$ cat config.mk
export PLATFORM = sky130hd
export DESIGN_NAME = mm_compute_sequencer_flat
export DESIGN_NICKNAME = d
export VERILOG_FILES = /design/src/rtl/mm_compute_sequencer_if.sv /design/src/rtl/mm_compute_sequencer.sv /design/src/flat_wrapper.sv
export SDC_FILE = /design/constraint.sdc
export NUM_CORES = 1
export LEC_CHECK = 0
export ABC_AREA = 1
export BUFFER_PORTS_ARGS = -buffer_cell sky130_fd_sc_hd__buf_4
export CORE_MARGIN = 2
export CORE_UTILIZATION = 35
export CTS_CLUSTER_SIZE = 16
export DETAILED_ROUTE_END_ITERATION = 10
export GPL_ROUTABILITY_DRIVEN = 0
export SKIP_CTS_REPAIR_TIMING = 1
export SYNTH_ARGS = -nofsm -noshare
export SYNTH_HDL_FRONTEND = slang
export SYNTH_SLANG_ARGS = --single-unit
$ cat constraint.sdc
create_clock -name CLK -period 1.7 [get_ports CLK]
set_clock_uncertainty 0.05 [all_clocks]
set_input_delay 0.17 -clock CLK [delete_from_list [all_inputs] [get_ports CLK]]
set_output_delay 0.17 -clock CLK [all_outputs]
set_load 0.005 [all_outputs]
$ cat src/rtl/mm_compute_sequencer_if.sv
// Stream, register-file, MAC-control and output-controller signals of the
// 4x4 A*A^T compute sequencer, bundled for a single port connection.
interface mm_compute_sequencer_if #(
    parameter int DW = 8
);
    logic          in_valid;
    logic [DW-1:0] in_data;
    logic          in_ready;
    logic          wr_en;
    logic [3:0]    wr_addr;
    logic [DW-1:0] wr_data;
    logic [1:0]    sel_i;
    logic [1:0]    sel_j;
    logic [1:0]    sel_k;
    logic          acc_en;
    logic          acc_clr;
    logic          acc_store;
    logic [3:0]    store_sel;
    logic          out_busy;
    logic          cf_load;
    logic          busy;

    // Sequencer side
    modport master (
        input  in_valid, in_data, out_busy,
        output in_ready, wr_en, wr_addr, wr_data,
               sel_i, sel_j, sel_k, acc_en, acc_clr,
               acc_store, store_sel, cf_load, busy
    );

    // Environment side: input stream source, datapath and output controller
    modport slave (
        output in_valid, in_data, out_busy,
        input  in_ready, wr_en, wr_addr, wr_data,
               sel_i, sel_j, sel_k, acc_en, acc_clr,
               acc_store, store_sel, cf_load, busy
    );
endinterface

$ cat src/rtl/mm_compute_sequencer.sv
// Front-end controller for the 4x4 matrix multiplier: loads A (16 elements,
// row-major) into the register file, then issues the 40 MAC operand sets for
// the upper triangle of C = A*A^T, schedules the 10 result stores MAC_LAT
// cycles after each entry's last term, and pulses cf_load to start the
// output controller once it is free.
module mm_compute_sequencer #(
    parameter int DW      = 8,
    parameter int MAC_LAT = 2   // legal range 1..7
) (
    input  logic                  CLK,
    input  logic                  reset,
    mm_compute_sequencer_if.master bus
);
    typedef enum logic [2:0] {
        S_LOAD,
        S_COMP,
        S_DRAIN,
        S_WAIT_OUT,
        S_FIRE
    } state_t;

    state_t      state_q, state_d;
    logic [3:0]  load_cnt_q, load_cnt_d;
    logic [1:0]  k_cnt_q, k_cnt_d;
    logic [3:0]  entry_q, entry_d;
    logic [2:0]  drain_cnt_q, drain_cnt_d;
    logic [1:0]  sel_i_q, sel_i_d;
    logic [1:0]  sel_j_q, sel_j_d;
    logic [1:0]  sel_k_q, sel_k_d;
    logic        acc_en_q, acc_en_d;
    logic        acc_clr_q, acc_clr_d;
    logic        cf_load_q, cf_load_d;
    logic        busy_q, busy_d;
    // Store delay line: stage MAC_LAT-1 drives acc_store/store_sel
    logic        pipe_vld_q [MAC_LAT];
    logic        pipe_vld_d [MAC_LAT];
    logic [3:0]  pipe_sel_q [MAC_LAT];
    logic [3:0]  pipe_sel_d [MAC_LAT];

    logic          in_ready_w;
    logic          wr_en_w;
    logic [DW-1:0] in_data_w;

    // Upper-triangle visiting order: entry p -> {i, j}
    function automatic logic [3:0] entry_pair(input logic [3:0] e);
        case (e)
            4'd0:    entry_pair = {2'd0, 2'd0};
            4'd1:    entry_pair = {2'd0, 2'd1};
            4'd2:    entry_pair = {2'd0, 2'd2};
            4'd3:    entry_pair = {2'd0, 2'd3};
            4'd4:    entry_pair = {2'd1, 2'd1};
            4'd5:    entry_pair = {2'd1, 2'd2};
            4'd6:    entry_pair = {2'd1, 2'd3};
            4'd7:    entry_pair = {2'd2, 2'd2};
            4'd8:    entry_pair = {2'd2, 2'd3};
            default: entry_pair = {2'd3, 2'd3};
        endcase
    endfunction

    assign in_ready_w = (state_q == S_LOAD);
    assign wr_en_w    = bus.in_valid & in_ready_w;
    assign in_data_w  = bus.in_data;

    // Next-state, counter and registered-output logic
    always_comb begin
        state_d     = state_q;
        load_cnt_d  = load_cnt_q;
        k_cnt_d     = k_cnt_q;
        entry_d     = entry_q;
        drain_cnt_d = drain_cnt_q;
        sel_i_d     = '0;
        sel_j_d     = '0;
        sel_k_d     = '0;
        acc_en_d    = 1'b0;
        acc_clr_d   = 1'b0;
        cf_load_d   = 1'b0;

        // An entry's last term (k=3) enters the store delay line as it issues
        pipe_vld_d[0] = acc_en_q && (sel_k_q == 2'd3);
        pipe_sel_d[0] = pipe_vld_d[0] ? (entry_q + 4'd1) : '0;
        for (int unsigned s = 1; s < MAC_LAT; s++) begin
            pipe_vld_d[s] = pipe_vld_q[s-1];
            pipe_sel_d[s] = pipe_sel_q[s-1];
        end

        case (state_q)
            S_LOAD: begin
                if (wr_en_w) begin
                    load_cnt_d = load_cnt_q + 4'd1;
                    if (load_cnt_q == 4'd15) begin
                        state_d = S_COMP;
                        k_cnt_d = '0;
                        entry_d = '0;
                    end
                end
            end
            S_COMP: begin
                if (k_cnt_q == 2'd3 && entry_q == 4'd9) begin
                    // DRAIN spans the MAC_LAT-1 cycles before the last store;
                    // WAIT_OUT then coincides with that store.
                    if (MAC_LAT > 1) begin
                        state_d     = S_DRAIN;
                        drain_cnt_d = 3'(MAC_LAT - 2);
                    end else begin
                        state_d = S_WAIT_OUT;
                    end
                end else if (k_cnt_q == 2'd3) begin
                    k_cnt_d = '0;
                    entry_d = entry_q + 4'd1;
                end else begin
                    k_cnt_d = k_cnt_q + 2'd1;
                end
            end
            S_DRAIN: begin
                if (drain_cnt_q == '0) begin
                    state_d = S_WAIT_OUT;
                end else begin
                    drain_cnt_d = drain_cnt_q - 3'd1;
                end
            end
            S_WAIT_OUT: begin
                if (!bus.out_busy) begin
                    state_d   = S_FIRE;
                    cf_load_d = 1'b1;
                end
            end
            S_FIRE: begin
                state_d = S_LOAD;
            end
            default: begin
                state_d = S_LOAD;
            end
        endcase

        // Operand set for the cycle being entered
        if (state_d == S_COMP) begin
            {sel_i_d, sel_j_d} = entry_pair(entry_d);
            sel_k_d            = k_cnt_d;
            acc_en_d           = 1'b1;
            acc_clr_d          = (k_cnt_d == 2'd0);
        end

        busy_d = (state_d != S_LOAD);
    end

    // State, counters, registered outputs and store delay line
    always_ff @(posedge CLK or posedge reset) begin
        if (reset) begin
            state_q     <= S_LOAD;
            load_cnt_q  <= '0;
            k_cnt_q     <= '0;
            entry_q     <= '0;
            drain_cnt_q <= '0;
            sel_i_q     <= '0;
            sel_j_q     <= '0;
            sel_k_q     <= '0;
            acc_en_q    <= 1'b0;
            acc_clr_q   <= 1'b0;
            cf_load_q   <= 1'b0;
            busy_q      <= 1'b0;
            for (int unsigned s = 0; s < MAC_LAT; s++) begin
                pipe_vld_q[s] <= 1'b0;
                pipe_sel_q[s] <= '0;
            end
        end else begin
            state_q     <= state_d;
            load_cnt_q  <= load_cnt_d;
            k_cnt_q     <= k_cnt_d;
            entry_q     <= entry_d;
            drain_cnt_q <= drain_cnt_d;
            sel_i_q     <= sel_i_d;
            sel_j_q     <= sel_j_d;
            sel_k_q     <= sel_k_d;
            acc_en_q    <= acc_en_d;
            acc_clr_q   <= acc_clr_d;
            cf_load_q   <= cf_load_d;
            busy_q      <= busy_d;
            pipe_vld_q  <= pipe_vld_d;
            pipe_sel_q  <= pipe_sel_d;
        end
    end

    assign bus.in_ready  = in_ready_w;
    assign bus.wr_en     = wr_en_w;
    assign bus.wr_addr   = load_cnt_q;
    assign bus.wr_data   = in_data_w;
    assign bus.sel_i     = sel_i_q;
    assign bus.sel_j     = sel_j_q;
    assign bus.sel_k     = sel_k_q;
    assign bus.acc_en    = acc_en_q;
    assign bus.acc_clr   = acc_clr_q;
    assign bus.acc_store = pipe_vld_q[MAC_LAT-1];
    assign bus.store_sel = pipe_sel_q[MAC_LAT-1];
    assign bus.cf_load   = cf_load_q;
    assign bus.busy      = busy_q;
endmodule

$ cat src/flat_wrapper.sv
// flat-port wrapper written by rule: the top's interface ports become plain ports
module mm_compute_sequencer_flat 
#(
    parameter int DW      = 8,
    parameter int MAC_LAT = 2                      
)
  (CLK, reset, bus_in_valid, bus_in_data, bus_out_busy, bus_in_ready, bus_wr_en, bus_wr_addr, bus_wr_data, bus_sel_i, bus_sel_j, bus_sel_k, bus_acc_en, bus_acc_clr, bus_acc_store, bus_store_sel, bus_cf_load, bus_busy);
  mm_compute_sequencer_if #(.DW(DW)) bus_i ();
  input  logic CLK;
  input  logic reset;
  input wire logic [$bits(bus_i.in_valid)-1:0] bus_in_valid;
  input wire logic [$bits(bus_i.in_data)-1:0] bus_in_data;
  input wire logic [$bits(bus_i.out_busy)-1:0] bus_out_busy;
  output wire logic [$bits(bus_i.in_ready)-1:0] bus_in_ready;
  output wire logic [$bits(bus_i.wr_en)-1:0] bus_wr_en;
  output wire logic [$bits(bus_i.wr_addr)-1:0] bus_wr_addr;
  output wire logic [$bits(bus_i.wr_data)-1:0] bus_wr_data;
  output wire logic [$bits(bus_i.sel_i)-1:0] bus_sel_i;
  output wire logic [$bits(bus_i.sel_j)-1:0] bus_sel_j;
  output wire logic [$bits(bus_i.sel_k)-1:0] bus_sel_k;
  output wire logic [$bits(bus_i.acc_en)-1:0] bus_acc_en;
  output wire logic [$bits(bus_i.acc_clr)-1:0] bus_acc_clr;
  output wire logic [$bits(bus_i.acc_store)-1:0] bus_acc_store;
  output wire logic [$bits(bus_i.store_sel)-1:0] bus_store_sel;
  output wire logic [$bits(bus_i.cf_load)-1:0] bus_cf_load;
  output wire logic [$bits(bus_i.busy)-1:0] bus_busy;
  assign bus_i.in_valid = bus_in_valid;
  assign bus_i.in_data = bus_in_data;
  assign bus_i.out_busy = bus_out_busy;
  assign bus_in_ready = bus_i.in_ready;
  assign bus_wr_en = bus_i.wr_en;
  assign bus_wr_addr = bus_i.wr_addr;
  assign bus_wr_data = bus_i.wr_data;
  assign bus_sel_i = bus_i.sel_i;
  assign bus_sel_j = bus_i.sel_j;
  assign bus_sel_k = bus_i.sel_k;
  assign bus_acc_en = bus_i.acc_en;
  assign bus_acc_clr = bus_i.acc_clr;
  assign bus_acc_store = bus_i.acc_store;
  assign bus_store_sel = bus_i.store_sel;
  assign bus_cf_load = bus_i.cf_load;
  assign bus_busy = bus_i.busy;
  mm_compute_sequencer #(.DW(DW), .MAC_LAT(MAC_LAT)) u_core (.CLK(CLK), .reset(reset), .bus(bus_i));
endmodule
# Word-level counts from Yosys, hierarchy flattened
# Memories as Yosys holds them, arrays and structs flattened.
# Cells that the tools add are included.
# W data, S select, Z words.
[word_totals]
register_bits = 36
mem_bits_ro = 64
inputBits = 12
output_inout_bits = 29
elab_cells = 68
n_memories = 1
[mem_list]
columns = ["memory", "depth", "width", "rd", "rd_clocked_by_memory_dff", "write_ports", "line_no", "text"]
rows = [
  ["(no name shown)", 16, 4, 1, 0, 0, "mm_compute_sequencer.sv:46", "case (e)"],
]
[op_classes]
n_addsub = 4
eq_ne = 10
mux = 27
bitwise_logic = 1
reduce_logical = 9
[op_table]
columns = ["operator", "n"]
rows = [
  ["$mux W3", 7],
  ["$mux W4", 5],
  ["$mux W2", 7],
  ["$pmux W3 S4", 1],
  ["$add A4 B1 Y4 const B", 2],
  ["$eq A4 B4 Y1 const B", 2],
  ["$pmux W4 S2", 1],
  ["$eq A3 B1 Y1 const B", 2],
  ["$eq A3 B2 Y1 const B", 2],
  ["$logic_not A3 Y1", 2],
  ["$pmux W3 S2", 1],
  ["$eq A2 B2 Y1 const B", 2],
  ["$mux W1", 4],
  ["$pmux W2 S2", 1],
  ["$reduce_and A3 Y1", 1],
  ["$reduce_bool A3 Y1", 1],
  ["$sub A3 B1 Y3 const B", 1],
  ["$add A2 B1 Y2 const B", 1],
  ["$logic_and A1 B1 Y1", 2],
  ["$logic_not A2 Y1", 1],
  ["$ne A2 B1 Y1 const B", 1],
  ["$ne A2 B2 Y1 const B", 1],
  ["$reduce_and A2 Y1", 1],
  ["$reduce_bool A2 Y1", 1],
  ["$and A1 B1 Y1", 1],
]

# Depth between registers and ports, before layout
# Gate-level depths: netlist of the first run.
[depth]
depth_word = 6
ltp_mapped = 13
depth_no_buf = 13

# Worst setup path after synthesis of the first run
# OpenSTA, ideal clock, no wires.
[synth_timing]
path_type = "reg2reg"
from = "reg u_core.entry_q[0]"
to = "reg u_core.busy_q (netlist: u_core.bus.busy)"
setup_ns = 0.131
t_arrival_ns = 1.420
required_ns = 1.519
slack_ns = 0.098
stages_incl_launch_ff = 9
n_path_buf = 0
period_less_slack_ns = 1.602
path_cell_list = "dfrtp_1 > ha_1 > nand2_1 > inv_1 > nand2_2 > inv_1 > nand2_1 > nand3_1 > or3_1"
[synth_between]
elab_chain_len = 5
[synth_lines]
columns = ["element", "line_no", "text"]
rows = [
  ["start, declared", "mm_compute_sequencer.sv:25", "logic [3:0] entry_q, entry_d;"],
  ["start signal, assigned", "mm_compute_sequencer.sv:169", "entry_q <= entry_d;"],
  ["$eq A4 B4 Y1", "mm_compute_sequencer.sv:98", "if (k_cnt_q == 2'd3 && entry_q == 4'd9) begin"],
  ["$logic_and A1 B1 Y1", "mm_compute_sequencer.sv:98", ""],
  ["$mux W3", "mm_compute_sequencer.sv:98", ""],
  ["$pmux W3 S4", "mm_compute_sequencer.sv:86", "case (state_q)"],
  ["via u_core.state_d[1]", "mm_compute_sequencer.sv:22", "state_t state_q, state_d;"],
  ["$reduce_bool A3 Y1", "mm_compute_sequencer.sv:143", "busy_d = (state_d != S_LOAD);"],
  ["via u_core.busy_d", "mm_compute_sequencer.sv:33", "logic busy_q, busy_d;"],
  ["end signal, assigned", "mm_compute_sequencer.sv:177", "busy_q <= busy_d;"],
  ["end, declared", "mm_compute_sequencer.sv:33", ""],
]
# The timed path passes the listed nets, and every way through them passes these cells.
# A chain may end at the register's enable or synchronous reset.

# Worst setup path in the final report of the first run
[layout_timing]
from = "reg u_core.entry_q[1]"
to = "reg u_core.busy_q (netlist: u_core.bus.busy)"
# The elaborated chain is that of the path after synthesis.

==> reports/qor.yml, run 1 <==
clkPwrFrac: 0.207
syn_avg_cell_area_sq_um: 9.74
async_flop_share: 1.00
fillCellCount: 454
synth_commonest_cells: "36 x dfrtp_1, 31 x nand2_1, 25 x inv_1"
multi_input_area_sq_um: 682
fin_nets: 235
critical_path_class: "flop to flop"
cp-startpoint: "u_core.entry_q[1]"
finalCriticalPeriod_ns: 1.63
crit_required_ns: 1.82
reg2reg_slack_ns: 0.07
tns_ns: 0
grtUsageMet2: 0.181
finalCritPeriodShare: 0.959
drt-total-wl_microns: 3340
combPwrFrac: 0.470
antenna_found_initial: 0
critPathCapture: "u_core.bus.busy"
seq_area_frac_synth: 0.532
min_path_type: "input port to flop"
grt_setup_unrepaired: "yes"
cellLeakagePower_nw: 1.17
min_from: "bus_in_valid"
drc: 0
final-max-slew-violation-count: 0
dp.cells: 258
use_met1: 0.169
antenna_left: 0
ys_top_cells_by_area: "dfrtp_1 53%, nand2_1 6.9%, inv_1 5.5%"
yosys.cell_count.top_type: "dfrtp_1"
r2r_end: "u_core.bus.busy"
hpwl_microns: 2230
grt_max_degree: 37
die_h_microns: 73.6
path_depth: 10
run_status: "completed"
cts_tree: "yes"
synth_flop_cell: "dfrtp_1"
initial_core_util: 0.361
setup_viol: 0
switchingPower_mw: 1.51
syn_to_final_growth_pct: 31.7
core_area_sq_um: 4690
relSlewSlack: 0.697
vias: 1235
drt_iter0_drc: 48
overflow: 0
cp_common_cell: "nand2_4"
fp.dieW_microns: 73.6
power_density_nw_per_um2: 1790
crit_fanout: 5
r2r-start: "u_core.entry_q[1]"
cts_buffers: 5
clk_latency_ns: 0.30
drive_gt1_frac: 0.378
drv_cap: 0
seq_power_share: 0.323
hold_violations: 0
htreeDepth: 2
r2r_cells: 10
die-area_sq_um: 5410
synth_fp_nets: 193
top_usage_layer: "met2"
syn_area_sq_um: 1690
root_buffer: "clkbuf_8"
regArea_sq_um: 901
row_count: 25
io_buffers: 24
worstPathCellList: "inv_1 > ha_1 > nand2_1 > inv_2 > nand2_4 > nand2_8 > nand2_4 > inv_6 > nand3_4 > or3_1"
synth_top_area_cell: "dfrtp_1"
worst_pin_slew_ns: 0.454
grt_first_pass_wirelength_microns: 5090
drt-wirelength-per-cell_microns: 12.3
synthDistinctLibCells: 32
syn_inst: 174
max_stage_delay_ns: 0.40
ys_ff_latch: 36
clockBufferDepth: 2
fmax_mhz: 614
crit_family: "simple AND/OR/NAND/NOR gates"
ys_warn_count: 0
cp_num_buf_inv: 3
clkTransAtPathRegs_ns: 0.08
grt_usage: 0.127
grt_pass1_vias: 1147
drt-vias-per-instance: 4.56
cts.sinks: 36
synth-edff-count: 0
cp_slowest_cell: "dfrtp_1"
cp-end-kind: "flop"
grt_use_met3: 0.0576
synth.top_cell.area_share: 0.532
p_int_mw: 2.49
crit_arrival_ns: 1.75
worstSetupStartpointType: "flop"
hold_ws_ns: 0.246
n_antenna_cell: 0
stdcell_count: 271
power_switching_share: 0.378
worst_ir_drop_vdd_mv: 0.726
firstDrtPassIters: 4
ios: 41
==> placed cells by master, fill, tap and decap left out, drive strengths merged <==
cell type / count
buf: 41
dfrtp: 36
nand2: 36
inv: 28
nand3: 16
nor2: 12
a21oi: 8
clkbuf: 7
ha: 7
nand4: 5
o21ai: 3
nor4: 2
o22ai: 2
xnor2: 2
dlygate4sd3: 2
nand3b: 2
nor3: 2
o211ai: 1
or2: 1
or3: 1
xor2: 1
mux2: 1
bufinv: 1
==> worst min-delay path, cell delays in order <==
cell,delay [ns]
buf_4,0.12
inv_1,0.08
nor2_4,0.06
nand2_1,0.07
xnor2_1,0.06
==> routing by layer <==
layer  share of wire  routed length, microns
met1            0.47                    1560
met2            0.46                    1520
met3           0.061                     202
met4           0.016                      52
met5               0                       0
==> kinds of logic after synthesis <==
kind of cell    count (synthesis)  synth area share
xor+xnor                        3            0.0155
compound gates                 14            0.0443
buf+inv                        36             0.103
flops                          36             0.532
simple gates                   77             0.247
mux                             1           0.00665
fa+ha+maj                       7            0.0517
==> power groups by stage <==
stage | combinational [mW] | clock (mW) | sequential [mW]
3_5_place_dp | 1.69 | 0 | 1.31
6_report | 1.88 | 0.827 | 1.29
3_3_place_gp | 1.68 | 0 | 1.30
5_1_grt | 2.12 | 0.877 | 1.32
4_1_cts | 1.70 | 0.851 | 1.29
2_1_floorplan | 1.01 | 0 | 1.32
==> registers in the layout, indices dropped and copies added, names as in the netlist <==
name                  count
u_core.bus.cf_load        1
u_core.bus.sel_j          2
u_core.bus.acc_store      1
u_core.pipe_vld_d         1
u_core.bus.sel_i          2
u_core.bus.acc_clr        1
u_core.bus.sel_k          2
u_core.k_cnt_q            2
u_core.entry_q            4
u_core.bus.store_sel      4
u_core.state_q            3
u_core.bus.wr_addr        4
u_core.bus.busy           1
u_core.drain_cnt_q        3
u_core.pipe_sel_d         4
u_core.bus.acc_en         1
==> per-stage QoR <==
| step | setup WS (ns) | instance area (sq um) | utilization | power (mW) |
|---|---|---|---|---|
| 3_5_place_dp | 0.00456 | 1990 | 0.423 | 3.00 |
| 2_1_floorplan | 0.0983 | 1690 | - | 2.34 |
| 4_1_cts | 0.00849 | 2110 | 0.450 | 3.84 |
| 6_report | 0.0702 | 2230 | 0.475 | 4.00 |
| 5_1_grt | -0.0218 | 2230 | 0.475 | 4.32 |
| 3_3_place_gp | 0.0172 | 1990 | 0.423 | 2.98 |
==> worst min-delay path by stage <==
stage | cells past startpoint | slack, ns | endpoint
final | 5 | 0.25 | u_core.bus.wr_addr[2]
after global routing | 5 | 0.26 | u_core.bus.wr_addr[2]
after CTS | 3 | -0.06 | u_core.bus.wr_addr[3]
after detailed placement | 3 | 0.26 | u_core.bus.acc_store
after global placement | 3 | 0.26 | u_core.bus.wr_addr[3]
after floorplan | 1 | 0.19 | u_core.bus.cf_load
==> layout make-up <==
class	instances	share of cell area
clock inverters	1	0.0135
inverters	28	0.0516
flip-flops and latches	36	0.404
well taps	54	0.0303
repair buffers	43	0.152
clock buffers	7	0.0432
multi-input cells	102	0.306
Power figures use the tool's default switching activity.
==> run 2: changes to the inputs <==
--- a/config.mk
+++ b/config.mk
@@ -8,10 +8,11 @@
 export ABC_AREA = 1
 export BUFFER_PORTS_ARGS = -buffer_cell sky130_fd_sc_hd__buf_4
 export CORE_MARGIN = 2
-export CORE_UTILIZATION = 35
+export CORE_UTILIZATION = 50
 export CTS_CLUSTER_SIZE = 16
 export DETAILED_ROUTE_END_ITERATION = 10
 export GPL_ROUTABILITY_DRIVEN = 0
+export PLACE_DENSITY = 0.75
 export SKIP_CTS_REPAIR_TIMING = 1
 export SYNTH_ARGS = -nofsm -noshare
 export SYNTH_HDL_FRONTEND = slang
==> reports/qor.yml, run 2 (synthesized netlist as in run 1, its figures left out) <==
run_status: "completed"
n_antenna_cell: 0  # unchanged
firstDrtPassIters: 4  # unchanged
drt-total-wl_microns: 3810  # +14%
cts_tree: "yes"
antenna_found_initial: 0  # unchanged
min_path_type: "input port to flop"
clkPwrFrac: 0.122  # -0.085
finalCriticalPeriod_ns: 1.69  # +0.0609 ns
finalCritPeriodShare: 0.995  # +0.0358
ios: 41  # unchanged
cts_buffers: 5  # unchanged
p_int_mw: 2.16  # -13%
crit_family: "simple AND/OR/NAND/NOR gates"
syn_to_final_growth_pct: 28.1
drive_gt1_frac: 0.381  # +0.00352
setup_slack_ns: 0.00929  # -0.0609 ns
cp_common_cell: "nand2_8"
io_buffers: 24  # unchanged
grt_usage: 0.188  # +0.0607
cp_slowest_cell: "dfrtp_1"
worstSetupStartpointType: "flop"
final_common_cell: "buf_4"
final-max-slew-violation-count: 0  # unchanged
vias: 1333  # +7.9%
dp.cells: 241  # -6.6%
htreeDepth: 2  # unchanged
drt-vias-per-instance: 5.11  # +12%
seq_power_share: 0.350  # +0.027
grt_max_degree: 37  # unchanged
final_area_sq_um: 2170  # -2.7%
fp.dieW_microns: 62.2  # -15%
core_area_sq_um: 3280  # -30%
max_stage_delay_ns: 0.40  # about the same
grt_first_pass_wirelength_microns: 5550  # +8.9%
antenna_left: 0  # unchanged
grt_setup_unrepaired: "yes"
setup_viol: 0  # unchanged
combPwrFrac: 0.529  # +0.059
clkTransAtPathRegs_ns: 0.12  # +0.04 ns
grt_pass1_vias: 1242  # +8.3%
switchingPower_mw: 1.62  # +6.8%
cp-end-kind: "flop"
drt-wirelength-per-cell_microns: 14.6  # +19%
drv_cap: 0  # unchanged
worst_ir_drop_vdd_mv: 1.08  # +48%
root_buffer: "clkbuf_4"
utilization: 0.661  # +0.185
power_switching_share: 0.428  # +0.0498
overflow: 0  # unchanged
hold_ws_ns: 0.127  # -0.119 ns
relSlewSlack: 0.699  # +0.00206
critical_path_class: "flop to flop"
power_density_nw_per_um2: 1740  # -3.0%
crit_required_ns: 1.88  # +0.06 ns
initial_core_util: 0.516  # +0.155
die_h_microns: 62.2  # -15%
row_count: 21  # -16%
fmax_mhz: 591  # -3.6%
cts.sinks: 36  # unchanged
die-area_sq_um: 3870  # -28%
cellLeakagePower_nw: 1.12  # -4.2%
clockBufferDepth: 2  # unchanged
stdcell_count: 261  # -3.7%
total_power_mw: 3.78  # -5.6%
crit_fanout: 5  # unchanged
drt_iter0_drc: 60  # +25%
place_ws_ns: -0.0371  # -0.0417 ns
final_cell_mix: "38 x buf_4, 35 x dfrtp_1, 27 x nand2_1"
hold_violations: 0  # unchanged
worst_pin_slew_ns: 0.451  # -0.00309 ns
worstPathCellList: "ha_2 > nand2_4 > inv_4 > nand2_8 > nand2_8 > nand2_8 > inv_8 > nand3_4 > or3_1"
fin_nets: 233  # -0.85%
clk_latency_ns: 0.35  # +0.05 ns
crit_arrival_ns: 1.87  # +0.12 ns
drc: 0  # unchanged
cp_num_buf_inv: 2  # -1
hpwl_microns: 2430  # +8.8%
placed_area_sq_um: 1910  # -3.9%
tns_ns: 0  # unchanged
==> run 2: path summary, 6_finish.rpt <==
| kind | from | depth (start not counted) | end | slack, ns |
|---|---|---|---|---|
| worst max register to register | u_core.k_cnt_q[1] | 9 | u_core.bus.busy | 0.009 |
| min in group asynchronous | reset | 4 | u_core.pipe_sel_d[0] | 0.41 |
| max in group asynchronous | reset | 4 | u_core.state_q[2] | 0.83 |
| worst min register to register | u_core.pipe_sel_d[3] | 0 | u_core.bus.store_sel[3] | 0.31 |
| worst min-delay path | bus_in_valid | 3 | u_core.bus.acc_en | 0.13 |
| worst max-delay path | u_core.k_cnt_q[1] | 9 | u_core.bus.busy | 0.009 |
==> run 2: power groups by stage <==
stage	Sequential, mW	Combinational, mW	Clock (mW)
6_report	1.32	2.00	0.460
5_1_grt	1.35	2.19	0.500
4_1_cts	1.31	1.62	0.462
3_5_place_dp	1.33	1.59	0
3_3_place_gp	1.30	1.53	0
2_1_floorplan	1.32	1.01	0
==> run 2: layout make-up <==
cell class | instances | area, sq um
multi-input combinational | 102 | 718
timing repair buffer | 41 | 317
clock buffer | 5 | 37.5
clock inverter | 3 | 18.8
fill | 257 | 1110
inverter | 28 | 120
tap | 46 | 57.6
sequential | 36 | 902
==> run 2: routing by layer <==
layer / part of all wire / vias up / track usage
li1: - / 632 / -
met1: 0.38 / 644 / 0.214
met2: 0.54 / 44 / 0.317
met3: 0.055 / 13 / 0.0562
met4: 0.024 / 0 / 0.103
met5: 0 / - / 0
==> run 2: worst register-to-register path: cells and delay by family, from the launching register on <==
family                     cells  cell delay [ns]
adders and majority gates      1             0.24
and+or+nand+nor                6             0.74
DFF                            1             0.40
buffers and inverters          2             0.15
